<file path="src/rtl/lsu_pkg.sv">
// Shared types and width constants for the RISC16 load/store unit and the
// core-side bus decode that must agree with it.
package lsu_pkg;

    typedef enum logic [1:0] {
        IDLE = 2'd0,
        WAIT = 2'd1,
        RESP = 2'd2
    } lsu_state_e;

    localparam int LSU_ERR_CNT_W    = 8;
    localparam int LSU_DEF_WORD_LEN = 16;
    localparam int LSU_DEF_ADDR_LEN = 10;
    localparam int LSU_MAX_RD_LAT   = 1;

    // The memory address must fit in a core word and the read latency must match a mem_data mode.
    function automatic bit lsu_cfg_ok(input int word_len, input int addr_len, input int rd_lat);
        return (addr_len >= 32'sd1) && (addr_len <= word_len) &&
               (rd_lat >= 32'sd0) && (rd_lat <= LSU_MAX_RD_LAT);
    endfunction

endpackage

</file>
<file path="src/rtl/sat_counter.sv">
// Saturating up-counter with async active-low reset; holds at all-ones
// instead of wrapping.
module sat_counter #(
    parameter int p_WIDTH = 8
) (
    input  logic               i_clk,
    input  logic               i_rst_n,
    input  logic               i_inc,
    output logic [p_WIDTH-1:0] o_cnt
);

    localparam logic [p_WIDTH-1:0] cnt_max_c = {p_WIDTH{1'b1}};
    localparam logic [p_WIDTH-1:0] cnt_one_c = p_WIDTH'(1);

    logic [p_WIDTH-1:0] cnt_r;

    // Count register: increment on request unless already saturated.
    always_ff @(posedge i_clk or negedge i_rst_n) begin
        if (!i_rst_n) begin
            cnt_r <= {p_WIDTH{1'b0}};
        end else if (i_inc && (cnt_r != cnt_max_c)) begin
            cnt_r <= cnt_r + cnt_one_c;
        end else begin
            cnt_r <= cnt_r;
        end
    end

    assign o_cnt = cnt_r;

endmodule

</file>
<file path="src/rtl/mem_lsu.sv">
// Load/store unit in front of mem_data: one request at a time, absorbs the
// memory read latency, holds the response, rejects out-of-range addresses.
module mem_lsu
    import lsu_pkg::*;
#(
    parameter int p_WORD_LEN = LSU_DEF_WORD_LEN,
    parameter int p_ADDR_LEN = LSU_DEF_ADDR_LEN,
    parameter int p_RD_LAT   = 0
) (
    input  logic                     i_clk,
    input  logic                     i_rst_n,
    input  logic                     i_req_valid,
    output logic                     o_req_ready,
    input  logic                     i_req_we,
    input  logic [p_WORD_LEN-1:0]    i_req_addr,
    input  logic [p_WORD_LEN-1:0]    i_req_wdata,
    output logic                     o_rsp_valid,
    input  logic                     i_rsp_ready,
    output logic [p_WORD_LEN-1:0]    o_rsp_rdata,
    output logic                     o_rsp_err,
    output logic                     o_mem_wr_en,
    output logic [p_ADDR_LEN-1:0]    o_mem_addr,
    output logic [p_WORD_LEN-1:0]    o_mem_wr_data,
    input  logic [p_WORD_LEN-1:0]    i_mem_rd_data,
    output logic [LSU_ERR_CNT_W-1:0] o_err_cnt
);

    generate
        if (!lsu_cfg_ok(p_WORD_LEN, p_ADDR_LEN, p_RD_LAT)) begin : g_bad_cfg
            $error("mem_lsu: p_RD_LAT must be 0 or 1 and p_ADDR_LEN must not exceed p_WORD_LEN");
        end
    endgenerate

    localparam logic                  rd_sync_c = (p_RD_LAT == 32'sd1);
    localparam logic [p_WORD_LEN-1:0] zero_word_c = {p_WORD_LEN{1'b0}};

    lsu_state_e              state_r;
    lsu_state_e              next_state_s;
    logic                    accept_s;
    logic                    oor_s;
    logic [p_ADDR_LEN-1:0]   addr_r;
    logic [p_WORD_LEN-1:0]   rdata_r;
    logic                    err_r;

    // Any bit above the memory address range marks the request out of range.
    assign oor_s    = ((i_req_addr >> p_ADDR_LEN) != zero_word_c);
    assign accept_s = i_req_valid && (state_r == IDLE);

    // State register.
    always_ff @(posedge i_clk or negedge i_rst_n) begin
        if (!i_rst_n) begin
            state_r <= IDLE;
        end else begin
            state_r <= next_state_s;
        end
    end

    // Next-state decode: only in-range loads on a registered memory detour via WAIT.
    always_comb begin
        next_state_s = state_r;
        case (state_r)
            IDLE: begin
                if (!accept_s) begin
                    next_state_s = IDLE;
                end else if (i_req_we || oor_s || !rd_sync_c) begin
                    next_state_s = RESP;
                end else begin
                    next_state_s = WAIT;
                end
            end
            WAIT: next_state_s = RESP;
            RESP: begin
                if (i_rsp_ready) begin
                    next_state_s = IDLE;
                end else begin
                    next_state_s = RESP;
                end
            end
            default: next_state_s = IDLE;
        endcase
    end

    // Request latch and held response; cleared when the core consumes it.
    always_ff @(posedge i_clk or negedge i_rst_n) begin
        if (!i_rst_n) begin
            addr_r  <= {p_ADDR_LEN{1'b0}};
            rdata_r <= zero_word_c;
            err_r   <= 1'b0;
        end else begin
            case (state_r)
                IDLE: begin
                    if (accept_s) begin
                        addr_r <= i_req_addr[p_ADDR_LEN-1:0];
                        err_r  <= oor_s;
                        if (i_req_we || oor_s || rd_sync_c) begin
                            rdata_r <= zero_word_c;
                        end else begin
                            rdata_r <= i_mem_rd_data;
                        end
                    end
                end
                WAIT: begin
                    rdata_r <= i_mem_rd_data;
                    err_r   <= 1'b0;
                end
                RESP: begin
                    if (i_rsp_ready) begin
                        rdata_r <= zero_word_c;
                        err_r   <= 1'b0;
                    end
                end
                default: begin
                    rdata_r <= zero_word_c;
                    err_r   <= 1'b0;
                end
            endcase
        end
    end

    sat_counter #(
        .p_WIDTH (LSU_ERR_CNT_W)
    ) u_err_cnt (
        .i_clk   (i_clk),
        .i_rst_n (i_rst_n),
        .i_inc   (accept_s && oor_s),
        .o_cnt   (o_err_cnt)
    );

    assign o_req_ready   = (state_r == IDLE);
    assign o_rsp_valid   = (state_r == RESP);
    assign o_rsp_rdata   = rdata_r;
    assign o_rsp_err     = err_r;
    assign o_mem_addr    = (state_r == IDLE) ? i_req_addr[p_ADDR_LEN-1:0] : addr_r;
    assign o_mem_wr_data = i_req_wdata;
    // Gating with reset keeps a store still waiting for its accept edge from ever landing.
    assign o_mem_wr_en   = accept_s && i_req_we && !oor_s && i_rst_n;

endmodule
</file>
<file path="config.mk">
export PLATFORM = sky130hd
export DESIGN_NAME = mem_lsu
export DESIGN_NICKNAME = d
export VERILOG_FILES = /design/src/rtl/lsu_pkg.sv /design/src/rtl/sat_counter.sv /design/src/rtl/mem_lsu.sv
export SDC_FILE = /design/constraint.sdc
export NUM_CORES = 1
export LEC_CHECK = 0
export ABC_AREA = 1
export BUFFER_PORTS_ARGS = -buffer_cell sky130_fd_sc_hd__clkbuf_2
export CAP_MARGIN = 15
export CORE_ASPECT_RATIO = 0.6
export CORE_MARGIN = 10
export CORE_UTILIZATION = 40
export DETAILED_ROUTE_END_ITERATION = 10
export PLACE_DENSITY = 0.79
export SLEW_MARGIN = 30
export SYNTH_ARGS = -nofsm -noshare
export SYNTH_HDL_FRONTEND = slang
export SYNTH_SLANG_ARGS = --single-unit
</file>
<file path="constraint.sdc">
create_clock -name i_clk -period 3.1 [get_ports i_clk]
set_clock_uncertainty 0.15 [all_clocks]
set_input_delay 0.93 -clock i_clk [delete_from_list [all_inputs] [get_ports i_clk]]
set_output_delay 0.93 -clock i_clk [all_outputs]
set_load 0.05 [all_outputs]
</file>
==> impl_metrics.json <==
{
  "outcome": "finished, final reports clean",
  "synthesis.area_um2": 1938,
  "crit_buf_inv": 2,
  "hp-class": "flip-flop to flip-flop",
  "synth-async-reset-ratio": 1.000,
  "multi_input_area_um2": 775.7,
  "first_global_vias": 1529,
  "dieArea_um2": 8121,
  "via_per_inst": 4.481,
  "slew_viol_final": 0,
  "p_int_uw": 828.7,
  "nets": 354,
  "grt_util_all_layers": 0.1113,
  "die_y_um": 73.92,
  "hold_start": "o_rsp_rdata[15]",
  "power_frac_seq": 0.417,
  "fillerInstances": 464,
  "grt.overflow.total": 0,
  "wl_mm": 4.588,
  "synth_cell_types": 21,
  "initial_core_util": 0.4181,
  "io_buffers": 74,
  "setup_tns_ns": 0,
  "clock_latency_ns": 0.28,
  "place.detailed.hpwl_mm": 3.610,
  "cap_violations": 0,
  "utilization": 0.5063,
  "grt_pass1_wl_mm": 7.307,
  "std_cell_rows": 19,
  "drc": 0,
  "synth.largest_area_cell": "dfrtp_1",
  "ys.warnings.count": 0,
  "seq_area_frac_synth": 0.4648,
  "synth.area.top_cells": "dfrtp_1, nand2_1, buf_4",
  "regArea_um2": 900.9,
  "dieWidth_um": 109.9,
  "crit_path_end_kind": "output port",
  "synth_nets": 292,
  "htree_levels": 2,
  "start_kind": "input port",
  "slew_headroom": 0.7054,
  "area_growth_pct": 21.11,
  "yosys_register_bits": 36,
  "cts_buffers": 5,
  "min_period_ns": 2.681,
  "holdBufCountCts": 0,
  "drt_iter0_markers": 76,
  "syn_inst": 238,
  "critPathLaunch": "i_req_addr[13]",
  "critical_path_class": "input port to output port",
  "syn_avg_cell_area_um2": 8.143,
  "p_clk_frac": 0.240,
  "cp_top_family": "simple AND/OR/NAND/NOR gates",
  "io_pins": 107,
  "worst_pin_slew_ns": 0.4418,
  "synthFlopType": "dfrtp_1",
  "cts_tree": "done",
  "switching_power_uw": 576.6,
  "power.density_nw_per_um2": 598.7,
  "post_cts_buffers": 0,
  "drive_above_1_share": 0.3555,
  "leakage_uw": 0.001339,
  "ant_nets": 0,
  "pwr-share-comb": 0.343,
  "antenna_found_initial": 0,
  "clk_pin_slew_ns": 0.07,
  "avgRoutedWirePerCell_um": 12.60,
  "reg2reg_from": "state_r[1]",
  "cts_root_buf": "clkbuf_8",
  "crit_required_ns": 2.02,
  "synth-edff-count": 0,
  "cp_cell_sequence": "clkbuf_2 > nor2_2 > nand3_4 > nor2_1 > buf_12",
  "clk_path_buf_depth": 2,
  "critPathMaxStageDelay_ns": 0.19,
  "core_area_um2": 4636,
  "drt_first_pass_iters": 4,
  "hold_viol": 0,
  "clock-sinks": 36,
  "vias": 1631,
  "ir_drop_v": 0.0002749,
  "n_antenna_cell": 0,
  "setup_viol": 0,
  "synth_top_cell_area_share": 0.4648,
  "cts_resized": 0,
  "critPathMaxFanout": 2,
  "yosysMostFrequentCell": "nand2_1",
  "rsz0062_at_grt": "no",
  "post-route-period-util": 0.8648,
  "max_freq_mhz": 373.0,
  "synthTopCellsByCount": "nand2_1, dfrtp_1, o21ai_0",
  "slowest_stage": "nor2_1",
  "place.gp.congestion": 0.7695,
  "grt_max_degree": 37,
  "cp.arrival_ns": 1.60,
  "sw_frac_of_total": 0.4103
}
==> cell usage in the layout, fill, tap and decap left out, types with 2 or more instances in the layout <==
cell type   n
buf_4       5
clkbuf_2   73
clkbuf_8    6
dfrtp_1    36
inv_1      17
inv_2       3
nand2_1    93
nand3_1    11
nand3_2    11
nand4_1     2
nor2_1      7
nor2_2      4
o21ai_0    13
o21ai_1    10
xnor2_1     2
==> state kept, by name (all words and copies together), names as in the netlist <==
signal,flops
addr_r,10
o_rsp_err,1
o_rsp_rdata,16
u_err_cnt.o_cnt,8
state_r,1
==> power by group through the flow <==
stage | Sequential, µW | Combinational, µW | Clock, µW
after global routing | 596 | 524 | 377
after CTS | 585 | 488 | 357
after global placement | 591 | 481 | 0
final | 586 | 482 | 337
after floorplan | 691 | 308 | 0
after detailed placement | 593 | 487 | 0
==> layout make-up <==
cell class                 count  share of cell area
clock buffer                   7             0.03678
sequential                    36              0.3838
clock inverter                 1            0.003198
tap                           63             0.03358
timing repair buffer          79              0.1802
multi-input combinational    158              0.3305
inverter                      20             0.03198
==> per-layer routing <==
| layer | track usage | up-vias | routed length, µm |
|---|---|---|---|
| li1 | - | 849 | - |
| met1 | 0.1470 | 720 | 2158 |
| met4 | 0.02443 | 0 | 12 |
| met5 | 0 | - | 0 |
| met3 | 0.05153 | 2 | 543 |
| met2 | 0.1624 | 60 | 1873 |
==> worst reg2reg max path, cell delays in order (launching register included) <==
cell and delay, ns:
dfrtp_1 0.39, inv_2 0.08, nand2_2 0.07, inv_2 0.06, buf_4 0.29, nand2_1 0.14, nor2_2 0.23, nand2_1 0.09
nand2_1 0.06
==> through the flow <==
stage	area (µm²)	total power (µW)	hold slack [ns]	setup WS (ns)	std cells
after floorplan	1938	999.0	0.3034	0.08398	238
after global placement	2253	1072	0.3141	0.4085	356
after detailed placement	2253	1080	0.3185	0.4043	356
after CTS	2347	1430	0.3387	0.4029	364
after global routing	2347	1497	0.3584	0.3502	364
final	2347	1405	0.3346	0.4191	364
==> worst paths after layout <==
path	end	slack, ns	cells after the start
max	o_mem_wr_en	0.42	5
max in group asynchronous	u_err_cnt.o_cnt[3]	1.90	2
min reg2reg	o_rsp_rdata[15]	0.33	2
min	o_rsp_rdata[15]	0.33	2
min in group asynchronous	o_rsp_rdata[6]	0.58	2
max reg2reg	u_err_cnt.o_cnt[3]	1.48	8
==> cells by family (layout without fill, tap and decap cells) <==
logic type      after synthesis  in the layout  share of synthesized area
flops                        36             36                     0.4648
simple gates                131            131                     0.3209
compound gates               23             23                    0.05939
xor+xnor                      3              3                    0.01356
buf+inv                      44            107                     0.1349
fa+ha+maj                     1              1                   0.006455
(Power assumes the default switching activity.)
